File: config.mk
export PLATFORM = sky130hd
export DESIGN_NAME = task_finish_arbiter_flat
export DESIGN_NICKNAME = d
export VERILOG_FILES = /design/src/rtl/task_finish_arbiter_if.sv /design/src/rtl/task_finish_arbiter.sv /design/src/flat_wrapper.sv
export SDC_FILE = /design/constraint.sdc
export NUM_CORES = 1
export LEC_CHECK = 0
export BUFFER_PORTS_ARGS = -buffer_cell sky130_fd_sc_hd__buf_2
export CORE_MARGIN = 2
export CORE_UTILIZATION = 50
export CTS_BUF_LIST = sky130_fd_sc_hd__clkbuf_4 sky130_fd_sc_hd__clkbuf_8 sky130_fd_sc_hd__clkbuf_16
export CTS_CLUSTER_DIAMETER = 60
export DETAILED_ROUTE_END_ITERATION = 8
export PLACE_DENSITY = 0.69
export SYNTH_ARGS = -nofsm -noshare
export SYNTH_HDL_FRONTEND = slang
export SYNTH_SLANG_ARGS = --single-unit
File: constraint.sdc
create_clock -name clk -period 7 [get_ports clk]
set_input_delay 2.1 -clock clk [delete_from_list [all_inputs] [get_ports clk]]
set_output_delay 2.1 -clock clk [all_outputs]
set_load 0.01 [all_outputs]
File: src/rtl/task_finish_arbiter_if.sv
`default_nettype none
// ============================================================================
// Module      : task_finish_arbiter_if
// Description : Bundle of the task-finish arbiter signals.
//               - master : the cores and serializer side, which drives
//                          dispatches, finish requests and the output ready.
//               - slave  : the arbiter, which returns the per-core ready
//                          signals, the output event and the status flags.
//               Signals:
//                 core_dispatch      one-cycle dispatch pulse per core
//                 core_finish_valid  per-core finish request
//                 core_finish_ready  per-core finish accept (core in RUN)
//                 out_finish_valid   finish event to the serializer
//                 out_finish_core    core id of the finish event
//                 out_finish_ready   serializer accepts the event
//                 fin_pending_count  number of cores in FIN
//                 all_cores_idle     nothing running, pending or in flight
//                 err_valid          sticky protocol-error flag
//                 err_core           core id of the first error
// Revision    : 1.0 - initial release
// ============================================================================
interface task_finish_arbiter_if #(
  parameter int NUM_CORES   = 10,
  parameter int LOG_N_CORES = $clog2(NUM_CORES)
);
  logic [NUM_CORES-1:0]   core_dispatch;
  logic [NUM_CORES-1:0]   core_finish_valid;
  logic [NUM_CORES-1:0]   core_finish_ready;
  logic                   out_finish_valid;
  logic [LOG_N_CORES-1:0] out_finish_core;
  logic                   out_finish_ready;
  logic [LOG_N_CORES:0]   fin_pending_count;
  logic                   all_cores_idle;
  logic                   err_valid;
  logic [LOG_N_CORES-1:0] err_core;

  modport master (
    output core_dispatch, core_finish_valid, out_finish_ready,
    input  core_finish_ready, out_finish_valid, out_finish_core,
    input  fin_pending_count, all_cores_idle, err_valid, err_core
  );

  modport slave (
    input  core_dispatch, core_finish_valid, out_finish_ready,
    output core_finish_ready, out_finish_valid, out_finish_core,
    output fin_pending_count, all_cores_idle, err_valid, err_core
  );
endinterface
`default_nettype wire

File: src/rtl/task_finish_arbiter.sv
`default_nettype none
// ============================================================================
// Module      : task_finish_arbiter
// Description : Tracks each core's task lifecycle (IDLE -> RUN -> FIN) and
//               forwards finish events to the serializer's single finish port,
//               one per cycle, round-robin, through a registered output slot.
//               Also reports sticky protocol errors and the idle status.
// Ports       : clk  - clock
//               rstn - asynchronous active-low reset
//               bus  - task_finish_arbiter_if.slave (see interface header)
// Revision    : 1.0 - initial release
// ============================================================================
module task_finish_arbiter #(
  parameter int NUM_CORES    = 10,
  parameter int LOG_N_CORES  = $clog2(NUM_CORES),
  parameter int IGNORE_CORE0 = 1
) (
  input  wire logic             clk,
  input  wire logic             rstn,
  task_finish_arbiter_if.slave  bus
);

  localparam logic [LOG_N_CORES:0]   c_num_cores = (LOG_N_CORES+1)'(NUM_CORES);
  localparam logic [LOG_N_CORES-1:0] c_last_core = LOG_N_CORES'(NUM_CORES - 1);

  typedef enum logic [1:0] {
    ST_IDLE = 2'b00,
    ST_RUN  = 2'b01,
    ST_FIN  = 2'b10
  } core_state_e;

  core_state_e            r_state     [NUM_CORES];
  core_state_e            w_state_nxt [NUM_CORES];

  logic                   r_out_valid;
  logic [LOG_N_CORES-1:0] r_out_core;
  logic [LOG_N_CORES-1:0] r_rr_ptr;
  logic                   r_err_valid;
  logic [LOG_N_CORES-1:0] r_err_core;

  logic [NUM_CORES-1:0]   w_is_run;
  logic [NUM_CORES-1:0]   w_is_fin;
  logic [NUM_CORES-1:0]   w_is_out;
  logic [NUM_CORES-1:0]   w_elig;
  logic [NUM_CORES-1:0]   w_err_vec;
  logic [NUM_CORES-1:0]   w_busy;
  logic                   w_out_hs;
  logic                   w_slot_free;
  logic [LOG_N_CORES-1:0] w_rot_idx [NUM_CORES];
  logic                   w_pick_found;
  logic [LOG_N_CORES-1:0] w_pick_core;
  logic [LOG_N_CORES-1:0] w_rr_nxt;
  logic [LOG_N_CORES-1:0] w_err_idx;
  logic [LOG_N_CORES:0]   w_fin_cnt;

  assign w_out_hs    = r_out_valid & bus.out_finish_ready;
  assign w_slot_free = !r_out_valid | bus.out_finish_ready;

  // Per-core state register
  always_ff @(posedge clk or negedge rstn) begin
    if (!rstn) begin
      for (int i = 0; i < NUM_CORES; i++) r_state[i] <= ST_IDLE;
    end else begin
      for (int i = 0; i < NUM_CORES; i++) r_state[i] <= w_state_nxt[i];
    end
  end

  // Per-core next state, flags and error detection
  always_comb begin
    for (int i = 0; i < NUM_CORES; i++) begin
      w_is_run[i]  = (r_state[i] == ST_RUN);
      w_is_fin[i]  = (r_state[i] == ST_FIN);
      w_is_out[i]  = r_out_valid && (r_out_core == LOG_N_CORES'(i));
      // The core already sitting in the output slot must not win again.
      w_elig[i]    = w_is_fin[i] && !w_is_out[i];
      // Dispatch to a busy core and finish from an idle core are both illegal;
      // the offending request is dropped and the state is left untouched.
      w_err_vec[i] = (bus.core_dispatch[i] && (r_state[i] != ST_IDLE)) ||
                     (bus.core_finish_valid[i] && (r_state[i] == ST_IDLE));
      w_busy[i]    = (w_is_run[i] || w_is_fin[i]) &&
                     !((IGNORE_CORE0 != 0) && (i == 0));
      w_state_nxt[i] = r_state[i];
      case (r_state[i])
        ST_IDLE: if (bus.core_dispatch[i])     w_state_nxt[i] = ST_RUN;
        ST_RUN:  if (bus.core_finish_valid[i]) w_state_nxt[i] = ST_FIN;
        ST_FIN:  if (w_out_hs && w_is_out[i])  w_state_nxt[i] = ST_IDLE;
        default:                               w_state_nxt[i] = ST_IDLE;
      endcase
    end
  end

  // Candidate order for the round-robin search: rr_ptr, rr_ptr+1, ... mod N
  for (genvar k = 0; k < NUM_CORES; k++) begin : g_rot
    logic [LOG_N_CORES:0] w_sum;
    assign w_sum        = {1'b0, r_rr_ptr} + (LOG_N_CORES+1)'(k);
    assign w_rot_idx[k] = (w_sum >= c_num_cores) ? LOG_N_CORES'(w_sum - c_num_cores)
                                                 : LOG_N_CORES'(w_sum);
  end

  always_comb begin
    w_pick_found = 1'b0;
    w_pick_core  = '0;
    for (int k = 0; k < NUM_CORES; k++) begin
      if (!w_pick_found && w_elig[w_rot_idx[k]]) begin
        w_pick_found = 1'b1;
        w_pick_core  = w_rot_idx[k];
      end
    end
  end

  assign w_rr_nxt = (w_pick_core == c_last_core) ? '0
                                                 : w_pick_core + LOG_N_CORES'(1);

  // Descending scan so the lowest erroring index is the one left standing.
  always_comb begin
    w_err_idx = '0;
    for (int i = NUM_CORES - 1; i >= 0; i--) begin
      if (w_err_vec[i]) w_err_idx = LOG_N_CORES'(i);
    end
  end

  always_comb begin
    w_fin_cnt = '0;
    for (int i = 0; i < NUM_CORES; i++) begin
      w_fin_cnt = w_fin_cnt + (LOG_N_CORES+1)'(w_is_fin[i]);
    end
  end

  // Output slot, round-robin pointer and sticky error capture
  always_ff @(posedge clk or negedge rstn) begin
    if (!rstn) begin
      r_out_valid <= 1'b0;
      r_out_core  <= '0;
      r_rr_ptr    <= '0;
      r_err_valid <= 1'b0;
      r_err_core  <= '0;
    end else begin
      if (w_slot_free) begin
        r_out_valid <= w_pick_found;
        if (w_pick_found) begin
          r_out_core <= w_pick_core;
          r_rr_ptr   <= w_rr_nxt;
        end
      end
      if (!r_err_valid && (|w_err_vec)) begin
        r_err_valid <= 1'b1;
        r_err_core  <= w_err_idx;
      end
    end
  end

  assign bus.core_finish_ready = w_is_run;
  assign bus.out_finish_valid  = r_out_valid;
  assign bus.out_finish_core   = r_out_core;
  assign bus.fin_pending_count = w_fin_cnt;
  assign bus.all_cores_idle    = !(|w_busy) && !r_out_valid;
  assign bus.err_valid         = r_err_valid;
  assign bus.err_core          = r_err_core;

endmodule
`default_nettype wire

File: src/flat_wrapper.sv
// flat-port wrapper written by rule: the top's interface ports become plain ports
module task_finish_arbiter_flat 
#(
  parameter int NUM_CORES    = 10,
  parameter int LOG_N_CORES  = $clog2(NUM_CORES),
  parameter int IGNORE_CORE0 = 1
)
  (clk, rstn, bus_core_dispatch, bus_core_finish_valid, bus_out_finish_ready, bus_core_finish_ready, bus_out_finish_valid, bus_out_finish_core, bus_fin_pending_count, bus_all_cores_idle, bus_err_valid, bus_err_core);
  task_finish_arbiter_if #(.NUM_CORES(NUM_CORES), .LOG_N_CORES(LOG_N_CORES)) bus_i ();
  input  wire logic clk;
  input  wire logic rstn;
  input wire logic [$bits(bus_i.core_dispatch)-1:0] bus_core_dispatch;
  input wire logic [$bits(bus_i.core_finish_valid)-1:0] bus_core_finish_valid;
  input wire logic [$bits(bus_i.out_finish_ready)-1:0] bus_out_finish_ready;
  output wire logic [$bits(bus_i.core_finish_ready)-1:0] bus_core_finish_ready;
  output wire logic [$bits(bus_i.out_finish_valid)-1:0] bus_out_finish_valid;
  output wire logic [$bits(bus_i.out_finish_core)-1:0] bus_out_finish_core;
  output wire logic [$bits(bus_i.fin_pending_count)-1:0] bus_fin_pending_count;
  output wire logic [$bits(bus_i.all_cores_idle)-1:0] bus_all_cores_idle;
  output wire logic [$bits(bus_i.err_valid)-1:0] bus_err_valid;
  output wire logic [$bits(bus_i.err_core)-1:0] bus_err_core;
  assign bus_i.core_dispatch = bus_core_dispatch;
  assign bus_i.core_finish_valid = bus_core_finish_valid;
  assign bus_i.out_finish_ready = bus_out_finish_ready;
  assign bus_core_finish_ready = bus_i.core_finish_ready;
  assign bus_out_finish_valid = bus_i.out_finish_valid;
  assign bus_out_finish_core = bus_i.out_finish_core;
  assign bus_fin_pending_count = bus_i.fin_pending_count;
  assign bus_all_cores_idle = bus_i.all_cores_idle;
  assign bus_err_valid = bus_i.err_valid;
  assign bus_err_core = bus_i.err_core;
  task_finish_arbiter #(.NUM_CORES(NUM_CORES), .LOG_N_CORES(LOG_N_CORES), .IGNORE_CORE0(IGNORE_CORE0)) u_core (.clk(clk), .rstn(rstn), .bus(bus_i));
endmodule
-- Word-level counts from Yosys, hierarchy flattened
Cells that the tools add are included.
- register bits after elaboration: 34
- bits of input ports: 23
- output and inout port bits: 26
- word-level logic and storage cells: 363
- add/subtract/negate cells: 29
- order comparisons: 20
- equal/unequal tests: 60
- multiplexer cells: 101
- bitwise operators: 2
- reductions and logical operators: 136
- operators with widths (cell ; count):
    2-to-1 mux 4 bit ; 31
    logical AND 1 bit ; 61
    2-to-1 mux 2 bit ; 30
    != test 2 bit, second input constant ; 30
    one-hot mux 2 bit (3 select lines) ; 10
    less-than comparator 4 x 5 -> 1 bit, second input constant ; 10
    >= comparator 5 x 4 -> 1 bit, second input constant ; 9
    adder 5 x 1 -> 5 bit ; 8
    binary-select mux 1 bit (select 4 bit) ; 10
    subtractor 4 bit, second input constant ; 10
    AND reduction 3 bit ; 10
    zero test 1 bit ; 22
    adder 4 x 3 -> 5 bit, second input constant ; 4
    == test 2 x 1 -> 1 bit, second input constant ; 10
    == test 2 bit, second input constant ; 10
    zero test 2 bit ; 10
    2-to-1 mux 1 bit ; 20
    nonzero test 2 bit ; 10
    logical OR 1 bit ; 19
    == test 4 x 3 -> 1 bit, second input constant ; 4
    == test 4 bit, second input constant ; 3
    adder 4 x 2 -> 5 bit, second input constant ; 2
    adder 4 x 4 -> 5 bit, second input constant ; 2
    OR reduction 10 bit ; 1
    11 further kinds ; 12

-- Depth between registers and ports, before layout
Gate-level depths: netlist of the first run.
- depth in word-level cells: 36
- mapped depth: 19
- mapped depth without buffers: 15

-- Worst setup path before layout of the first run
Ideal clock, no wire load.
- path kind: flip-flop to output port
- start point: register u_core.r_state[18] in the netlist's numbering
- end point: output bus_fin_pending_count[2]
- arrival time: 3.391 ns
- data required time: 4.900 ns
- slack: 1.509 ns
- stages on the path, launching flop included: 11
- path buffers: 0
- path through: dfrtp_1 > nor2b_1 > ha_1 > inv_1 > fa_1 > fa_1 > fa_1 > inv_1 > fa_1 > fa_1 > xor2_1
- cells in the longest elaborated chain, start to end: 10
- RTL lines (element ; RTL line ; RTL):
    from (decl) ; task_finish_arbiter.sv:32 ; core_state_e r_state [NUM_CORES];
    == test 2 bit ; task_finish_arbiter.sv:72 ; w_is_fin[i] = (r_state[i] == ST_FIN);
    adder 1 x 1 -> 2 bit ; task_finish_arbiter.sv:125 ; w_fin_cnt = w_fin_cnt + (LOG_N_CORES+1)'(w_is_fin[i]);
    adder 5 x 1 -> 5 bit (8 in a row) ; task_finish_arbiter.sv:125 ;
    to (decl) ; flat_wrapper.sv:18 ; output wire logic [$bits(bus_i.fin_pending_count)-1:0] bus_fin_pending_count;
Every way passes these cells.

-- Final worst setup path of the first run
Ends and elaborated chain as after synthesis.

==> impl_results.md, run 1 <==
- # clock sinks: 34
- EDFF count, synth: 0
- Max transition margin: 0.333
- Syn_area_per_cell: just over 8 sq um
- Max Cap Violations: 0
- Dpl cell area: about 5800 sq um
- Largest family of logic cells by synthesized area: compound AO/OA/AOI/OAI gates
- Setup Buffers After CTS: 0
- P&R area growth vs syn: 5.81%
- Placed cells: ~850
- Gr usage total: 0.275
- # fillers: between 1k and 1.5k
- First-pass GRT wire length: 26.2 mm
- Nets: approximately 800
- Vias in the first global route: a little over 5k
- Syn Nets: a little under 800
- Compound-cell area share of the yosys netlist: 0.282
- Synth Warn #: 0
- CP Capture Type: primary output
- Final Cell Area: around 6000 sq um
- GP Congestion: 0.994
- Crit path max fanout: 4
- WL final: ~16 mm
- CTS H-tree lvls: 2
- Hold Vio Cnt, Final: 0
- Final HPWL DP: about 13 mm
- Total CTS buffers: 5
- Worst reg2reg path startpoint: u_core.r_rr_ptr[2]
- Min-delay worst type: flip-flop to flip-flop
- # diodes: 0
- WHS: 472 ps
- Die width: ~110 um
- DRC: 0
- Synth cell types: around 110
- Critical path class: flip-flop to primary output
- Setup_tns: 0 ps
- Critical path arrival: ~4000 ps
- Routed len/inst: about 19 um
- Slew @ Worst Pin: 990 ps
- Die ar.: between 10000 and 15000 sq um
- Routed Antenna Nets: 0
- Clock-pin slew on the worst setup and hold paths: 60 ps
- Adder-cell share of the synthesized area: 0.147
- Crit path time final: 6000 ps
- CTS tree: yes
- Hold path depth: 2
- Post-route clock skew: just under 6 ps
- Initial core utilization: 0.516
- Vias per cell: around 6.3
- Initial antenna violation count: 0
- Worst Setup Start Kind: flip-flop
- Post-synthesis mux area share: 0.0676
- Achievable clock frequency: ~170 MHz
- Slew Viols, Final: 0
- Gr ovfl total: 0
- Synth Flop Type: dfrtp_1
- IO Count: 49
- Status: finished, final reports clean
- Simple-Gate Fraction of Synth Area: 0.240
- FFs w/ async S/R, synth: 1.00
- Yosys reg bits: 34
- Worst Path Required: a little under 5000 ps
- Core area: between 10000 and 15000 sq um
- Post-Layout Cell Count: between 800 and 900
- CTS root buf: clkbuf_16
- Chip height: 110 um
- Port bufs: 47
- Syn Inst Count: 691
- Drt first pass iters: 5
- CTS max path bufs: 2
- Hold path start: u_core.bus.err_core[0]
- Post-CTS sizing: 0
- Period utilization: 0.857
- Worst r2r dst: u_core.r_rr_ptr[2]
- XOR/XNOR Fraction of Synth Area: 0.0213
- Worst skew pair latency: roughly 280 ps
- Hold EP: u_core.bus.err_core[0]
- Post-CTS Hold Buffers: 0
- Largest net degree at the start of global routing: 35
- RSZ-0062 raised after global routing: false
- Number of DRC markers in iteration 0: 330
- Row cnt: 38
- Seq/Total Area, Yosys: 0.151
- Vias: between 5k and 6k
- # setup viols final: 0
- Share of layout cells above drive strength 1: 0.177
- Netlist Area Pre-Place: around 5600 sq um
- R2r setup slk: 1690 ps
- FF-to-FF path depth: 13
==> how the worst max path moves through the flow <==
stage	start	slack [ps]	to
3_3_place_gp	u_core.r_state[16]	1330	bus_fin_pending_count[2]
3_5_place_dp	u_core.r_state[16]	1310	bus_fin_pending_count[2]
4_1_cts	u_core.r_state[18]	990	bus_fin_pending_count[2]
6_report	u_core.r_state[18]	1000	bus_fin_pending_count[2]
2_1_floorplan	u_core.r_state[18]	1510	bus_fin_pending_count[2]
5_1_grt	u_core.r_state[16]	850	bus_fin_pending_count[2]
==> cell usage in the layout (no fill, tap or decap), types with 7 or more instances in the layout <==
cell      synthesis  layout
nand3b_1         11      11
ha_1             55      55
buf_2             7      47
o221ai_1         12      12
nor4_1            9       9
a211oi_1          7       7
nand3_1          15      15
nor2b_1          10      10
nor2_1           33      33
xnor2_1           9       9
o211ai_1         11      11
o31ai_1           7       7
o21ai_1           7       7
o21ai_0          57      57
mux2i_1          19      19
a21boi_0          8       8
nand4_1           9       9
fa_1              7       7
o22ai_1           7       7
a21oi_1          22      22
nor3_1           12      12
nand2_1          64      64
nand2b_1         12      12
mux2_2           12      12
dfrtp_1          34      34
a21o_1            8       8
inv_1            61      61
==> synthesized netlist by cell type, drive strengths merged, types with 8 or more instances <==
| cell | count | area [sq um] |
|---|---|---|
| nand3b | 11 | 82.6 |
| a211oi | 8 | 65.1 |
| o221ai | 13 | 120 |
| nand4 | 9 | 56.3 |
| nand2b | 12 | 75.1 |
| clkbuf | 10 | 81.3 |
| nor2 | 33 | 124 |
| nor4 | 11 | 98.8 |
| o21ai | 67 | 354 |
| inv | 65 | 246 |
| nor2b | 10 | 62.6 |
| xnor2 | 10 | 95.1 |
| mux2 | 13 | 146 |
| nand2 | 65 | 246 |
| dfrtp | 34 | 851 |
| nand3 | 16 | 92.6 |
| a21boi | 10 | 82.6 |
| buf | 23 | 183 |
| a21oi | 24 | 135 |
| a21o | 8 | 60.1 |
| mux2i | 19 | 190 |
| o211ai | 14 | 138 |
| or2 | 8 | 52.6 |
| nor3 | 12 | 60.1 |
| ha | 55 | 688 |
==> flip-flops by register name, summed over array words and instances, names as in the netlist <==
signal                       count
u_core.bus.err_core              4
u_core.r_rr_ptr                  4
u_core.bus.out_finish_core       4
u_core.bus.err_valid             1
u_core.bus.out_finish_valid      1
u_core.r_state                  20
==> routing by layer <==
layer | vias to the layer above | GRT usage | routed length, um
li1 | 2601 | - | -
met1 | 2648 | 0.399 | 7700
met3 | 18 | 0.0464 | 968
met5 | - | 0 | 0
met2 | 160 | 0.433 | 7350
met4 | 0 | 0.0446 | 180
==> layout make-up <==
cell class	instances	area (sq um)	share of cell area
repair buffers	51	265	0.0444
flip-flops and latches	34	851	0.142
clock inverters	1	5.00	0.000838
clock buffers	7	146	0.0245
multi-input cells	558	4280	0.716
well taps	140	175	0.0293
inverters	66	250	0.0419
==> critical path, cell delays in order, from the launching register on <==
cell,delay (ps)
dfrtp_1,410
nor2b_1,320
ha_1,290
inv_1,70
fa_1,440
fa_1,470
fa_1,490
inv_1,50
fa_1,390
fa_1,390
xor2_1,160
buf_2,140
==> stage by stage <==
step / setup WS (ps) / utilization
2_1_floorplan: 1510 / -
3_3_place_gp: 1330 / 0.532
3_5_place_dp: 1310 / 0.532
4_1_cts: 991 / 0.546
5_1_grt: 846 / 0.546
6_report: 1000 / 0.546
==> cell families after synthesis <==
| family | after synthesis |
|---|---|
| and+or+nand+nor | 234 |
| AOI/OAI and AO/OA | 215 |
| buffers and inverters | 99 |
| adders and majority gates | 62 |
| muxes | 34 |
| DFF | 34 |
| xor gates and xnor gates | 12 |
| other | 1 |
Power of run 1 is left out: the tool's default activity adds up to more than one toggle a clock period on the data nets, which glitch-free logic cannot reach.
==> run 2: changes to the inputs <==
Settings changed: CORE_UTILIZATION 50 to 29, PLACE_DENSITY 0.69 to not set.
==> impl_results.md, run 2 (synthesis results as in run 1) <==
- Period utilization: 0.862 (+0.00467)
- DRC: 0 (unchanged)
- Drt first pass iters: 5 (unchanged)
- Largest net degree at the start of global routing: 48 (+37%)
- Vias in the first global route: 4900 (-5.6%)
- CP dominant cell by count: fa_1
- Setup_tns: 0 ps (unchanged)
- Initial antenna violation count: 0 (unchanged)
- Gr usage total: 0.154 (-0.121)
- Post-route clock skew: 2.99 ps (-2.86 ps)
- Setup Buffers After CTS: 0 (unchanged)
- Family with the most delay on the worst path: adder cells
- CP Buf/Inv Count: 4 (+1)
- Port bufs: 47 (unchanged)
- Share of layout cells above drive strength 1: 0.178 (+0.00115)
- # setup viols final: 0 (unchanged)
- # diodes: 0 (unchanged)
- IO Count: 49 (unchanged)
- Max Cap Violations: 0 (unchanged)
- Crit path max fanout: 4 (unchanged)
- Row cnt: 51 (+34%)
- GP Congestion: 0.940 (-5.5%)
- Max transition margin: 0.447 (+0.115)
- Clock-pin slew on the worst setup and hold paths: 60 ps (about the same)
- Critical path arrival: 3930 ps (+30 ps)
- Nets: 802 (+0.12%)
- Die ar.: 20600 sq um (+69%)
- Hold Vio Cnt, Final: 0 (unchanged)
- Crit path time final: 6030 ps (+32.7 ps)
- Chip height: 143 um (+30%)
- Post-Layout Cell Count: 983 (+15%)
- Slew Viols, Final: 0 (unchanged)
- CTS H-tree lvls: 2 (unchanged)
- CP Capture Type: primary output
- Achievable clock frequency: 166 MHz (-0.54%)
- Min-delay worst type: flip-flop to flip-flop
- Final HPWL DP: 12.7 mm (-0.94%)
- Fin worst setup slack: 968 ps (-32.7 ps)
- Post-CTS Hold Buffers: 0 (unchanged)
- Placed cells: 975 (+15%)
- WL final: 16.0 mm (-1.2%)
- RSZ-0062 raised after global routing: false
- Gr ovfl total: 0 (unchanged)
- First-pass GRT wire length: 25.5 mm (-2.6%)
- Final core utilization: 0.318 (-0.228)
- Commonest non-fill, non-tap cells in the layout: nand2_1, inv_1, o21ai_0, ha_1, buf_2
- Slew @ Worst Pin: 829 ps (-161 ps)
- Vias per cell: 5.43 (-14%)
- Critical Path, Cell by Cell: inv_1 > ha_1 > ha_1 > inv_1 > fa_1 > fa_1 > fa_1 > inv_1 > fa_1 > fa_1 > xor2_1 > buf_2
- Critical path class: flip-flop to primary output
- Total CTS buffers: 5 (unchanged)
- Critical path's largest stage delay: 550 ps (+60 ps)
- # fillers: 2070 (+96%)
- Vias: 5341 (-1.6%)
- Initial core utilization: 0.293 (-0.223)
- CP max-delay cell: fa_1
- Worst Setup Start Kind: flip-flop
- Worst Path Required: 4900 ps (about the same)
- Multi-input gate area in the final layout: 4280 sq um (unchanged)
- P&R area growth vs syn: 8.71%
- Core area: 19300 sq um (+76%)
- Worst skew pair latency: 280 ps (about the same)
- Routed len/inst: 16.3 um (-14%)
- Register Area: 851 sq um (unchanged)
- CTS tree: yes
- Status: finished, final reports clean
- Most common cell after layout, fill and taps aside: nand2_1
- Dpl ws: 1270 ps (-46.4 ps)
- Routed Antenna Nets: 0 (unchanged)
- Number of DRC markers in iteration 0: 469 (+42%)
- # clock sinks: 34 (unchanged)
- CTS root buf: clkbuf_16
- Most flops, register: u_core.r_state
- CTS max path bufs: 2 (unchanged)
- Die width: 143 um (+30%)
- Post-CTS sizing: 0 (unchanged)
- Max reg flops: 20 (unchanged)
run 2: changes by cell type in the layout (fill, tap and decap cells not counted):
cell	previous run	this run
buf_4	4	5
clkinvlp_4	0	1
clkbuf_4	1	0
run 2: layout make-up:
cell class | instances | area share
clock buffers | 6 | 0.0226
inverters | 66 | 0.0408
well taps | 265 | 0.0540
repair buffers | 52 | 0.0445
multi-input cells | 558 | 0.697
flip-flops and latches | 34 | 0.139
clock inverters | 2 | 0.00204
run 2: worst min-delay path: stages, from the launching register on:
cell	delay (ps)
dfrtp_1	330
nand2_1	40
o21ai_0	60
run 2: final timing paths:
path / cells after the start / slack, ps / startpoint / to
setup / recovery: 12 / 970 / u_core.r_state[16] / bus_fin_pending_count[2]
hold / removal: 2 / 480 / u_core.bus.err_core[1] / u_core.bus.err_core[1]
setup reg to reg: 16 / 1910 / u_core.r_rr_ptr[1] / u_core.r_rr_ptr[2]
hold reg to reg: 2 / 480 / u_core.bus.err_core[1] / u_core.bus.err_core[1]
max in group asynchronous: 1 / 4600 / rstn / u_core.r_state[15]
min in group asynchronous: 1 / 1900 / rstn / u_core.bus.err_core[1]
run 2: per-stage QoR:
| stage | cell area, sq um | hold slack [ps] |
|---|---|---|
| finish | 6130 | 475 |
| global route | 6130 | 503 |
| CTS | 6130 | 478 |
| detailed placement | 5980 | 466 |
| global placement | 5980 | 456 |
| floorplan | 5640 | 441 |
run 2: routing by layer:
| layer | part of all wire | vias to the layer above | track usage |
|---|---|---|---|
| met5 | 0 | - | 0 |
| met4 | 0.023 | 0 | 0.0428 |
| met3 | 0.051 | 22 | 0.0197 |
| met2 | 0.45 | 182 | 0.244 |
| met1 | 0.47 | 2531 | 0.219 |
| li1 | - | 2606 | - |
Power of run 2 is left out for the same reason.
==> run 3: changes to the inputs <==
Settings changed: CAP_MARGIN set to 20, RECOVER_POWER set to 100.
==> impl_results.md, run 3 (synthesis results as in run 1) <==
- Hold EP: u_core.bus.err_core[1]
- Most Crowded Layer GR: met2
- Initial antenna violation count: 0 (unchanged)
- Slew Viols, Final: 35 (+35)
- IO Count: 49 (unchanged)
- Met2 usage: 0.244 (unchanged)
- CTS root buf: clkbuf_16
- Vias: 5339 (-0.037%)
- # diodes: 0 (unchanged)
- Critical path class: flip-flop to primary output
- RSZ-0062 raised after global routing: false
- Number of DRC markers in iteration 0: 488 (+4.1%)
- Routed Antenna Nets: 0 (unchanged)
- # fillers: 2085 (+0.72%)
- Vias in the first global route: 4900 (unchanged)
- Placed cells: 975 (unchanged)
- Crit path max fanout: 4 (unchanged)
- Routed len/inst: 16.3 um (about the same)
- Gr usage total: 0.154 (unchanged)
- WL final: 16.0 mm (about the same)
- CTS max path bufs: 2 (unchanged)
- Final Cell Area: 6080 sq um (-0.82%)
- Share of layout cells above drive strength 1: 0.135 (-0.0432)
- Worst skew pair latency: 280 ps (about the same)
- Max reg flops: 20 (unchanged)
- Worst Setup Start Kind: flip-flop
- Post-CTS sizing: 0 (unchanged)
- FF-to-FF path depth: 16 (unchanged)
- P&R area growth vs syn: 7.83%
- Slew @ Worst Pin: 1870 ps (+1040 ps)
- Chip height: 143 um (unchanged)
- Drt first pass iters: 5 (unchanged)
- Met1 track demand over resource: 0.219 (unchanged)
- Critical path arrival: 3940 ps (about the same)
- Dpl cell area: 5980 sq um (unchanged)
- CTS H-tree lvls: 2 (unchanged)
- M3 GR Usage: 0.0197 (unchanged)
- Setup_tns: 0 ps (unchanged)
- # setup viols final: 0 (unchanged)
- Most flops, register: u_core.r_state
- Hold path depth: 2 (unchanged)
- Total CTS buffers: 5 (unchanged)
- Core area: 19300 sq um (unchanged)
- Gr ovfl total: 0 (unchanged)
- Setup Buffers After CTS: 0 (unchanged)
- Row cnt: 51 (unchanged)
- Hold path start: u_core.bus.err_core[1]
- Status: finished with violations
- Vias per cell: 5.43 (about the same)
- Period utilization: 0.863 (+0.00171)
- Commonest non-fill, non-tap cells in the layout: nand2_1, inv_1, o21ai_0, ha_1, dfrtp_1
- Worst Path Required: 4900 ps (about the same)
- Final HPWL DP: 12.7 mm (unchanged)
- Worst r2r dst: u_core.r_rr_ptr[2]
- CTS tree: yes
- DRC: 0 (unchanged)
- Post-Layout Cell Count: 983 (unchanged)
- Achievable clock frequency: 165 MHz (-0.20%)
- Hold Vio Cnt, Final: 0 (unchanged)
- Max Cap Violations: 1 (+1)
- Most common cell after layout, fill and taps aside: nand2_1
- Clock-pin slew on the worst setup and hold paths: 60 ps (about the same)
- Min-delay worst type: flip-flop to flip-flop
- Die ar.: 20600 sq um (unchanged)
- Largest net degree at the start of global routing: 48 (unchanged)
- Failing checks: max-capacitance violations, max-slew violations
- R2r setup slk: 1310 ps (-600 ps)
- First-pass GRT wire length: 25.5 mm (unchanged)
- Worst reg2reg path startpoint: u_core.r_rr_ptr[1]
- Max transition margin: -0.245 (-0.692)
- # clock sinks: 34 (unchanged)
- Die width: 143 um (unchanged)
- Nets: 802 (unchanged)
- Crit path time final: 6040 ps (+12.0 ps)
- Port bufs: 47 (unchanged)
- Initial core utilization: 0.293 (unchanged)
- GP Congestion: 0.940 (unchanged)
- CP Capture Type: primary output
- Post-route clock skew: 3.19 ps (+0.201 ps)
- Post-CTS Hold Buffers: 0 (unchanged)
-- run 3: cell types whose count changed in the layout (fill, tap and decap cells not counted), sizes merged --
cell,change
buf,-28
clkbuf,+28
-- run 3: worst max-delay path by stage --
| stage | startpoint | endpoint | slack [ps] | depth (start not counted) |
|---|---|---|---|---|
| after floorplan | u_core.r_state[18] | bus_fin_pending_count[2] | 1510 | 10 |
| after global placement | u_core.r_state[16] | bus_fin_pending_count[2] | 1290 | 12 |
| after detailed placement | u_core.r_state[16] | bus_fin_pending_count[2] | 1270 | 12 |
| after CTS | u_core.r_state[16] | bus_fin_pending_count[2] | 950 | 12 |
| after global routing | u_core.r_state[16] | bus_fin_pending_count[2] | 730 | 12 |
| final | u_core.r_state[16] | bus_fin_pending_count[2] | 960 | 12 |
-- run 3: cell type report --
| type | instances | area [sq um] | share of cell area |
|---|---|---|---|
| multi-input combinational | 558 | 4260 | 0.701 |
| sequential | 34 | 851 | 0.140 |
| tap | 265 | 332 | 0.0545 |
| inverter | 66 | 250 | 0.0411 |
| timing repair buffer | 52 | 238 | 0.0391 |
| clock buffer | 6 | 139 | 0.0228 |
| clock inverter | 2 | 12.5 | 0.00206 |
-- run 3: stage by stage --
step / hold WS [ps] / setup WS (ps) / utilization
global placement: 456 / 1290 / 0.310
global route: 503 / 728 / 0.316
CTS: 478 / 945 / 0.318
detailed placement: 466 / 1270 / 0.310
finish: 478 / 956 / 0.316
floorplan: 441 / 1510 / -
-- run 3: per-layer routing --
layer | share of wire | vias to the layer above
li1 | - | 2611
met1 | 0.47 | 2511
met2 | 0.45 | 192
met3 | 0.058 | 25
met4 | 0.023 | 0
met5 | 0 | -
-- run 3: worst max-delay path, cell delays in order, from the launching register on --
cell and delay (ps):
dfrtp_1 370, inv_1 70, ha_1 260, ha_1 290, inv_1 40, fa_1 550
fa_1 440, fa_1 490, inv_1 50, fa_1 400, fa_1 400, xor2_1 160
clkbuf_1 160
Power of run 3 is left out for the same reason.
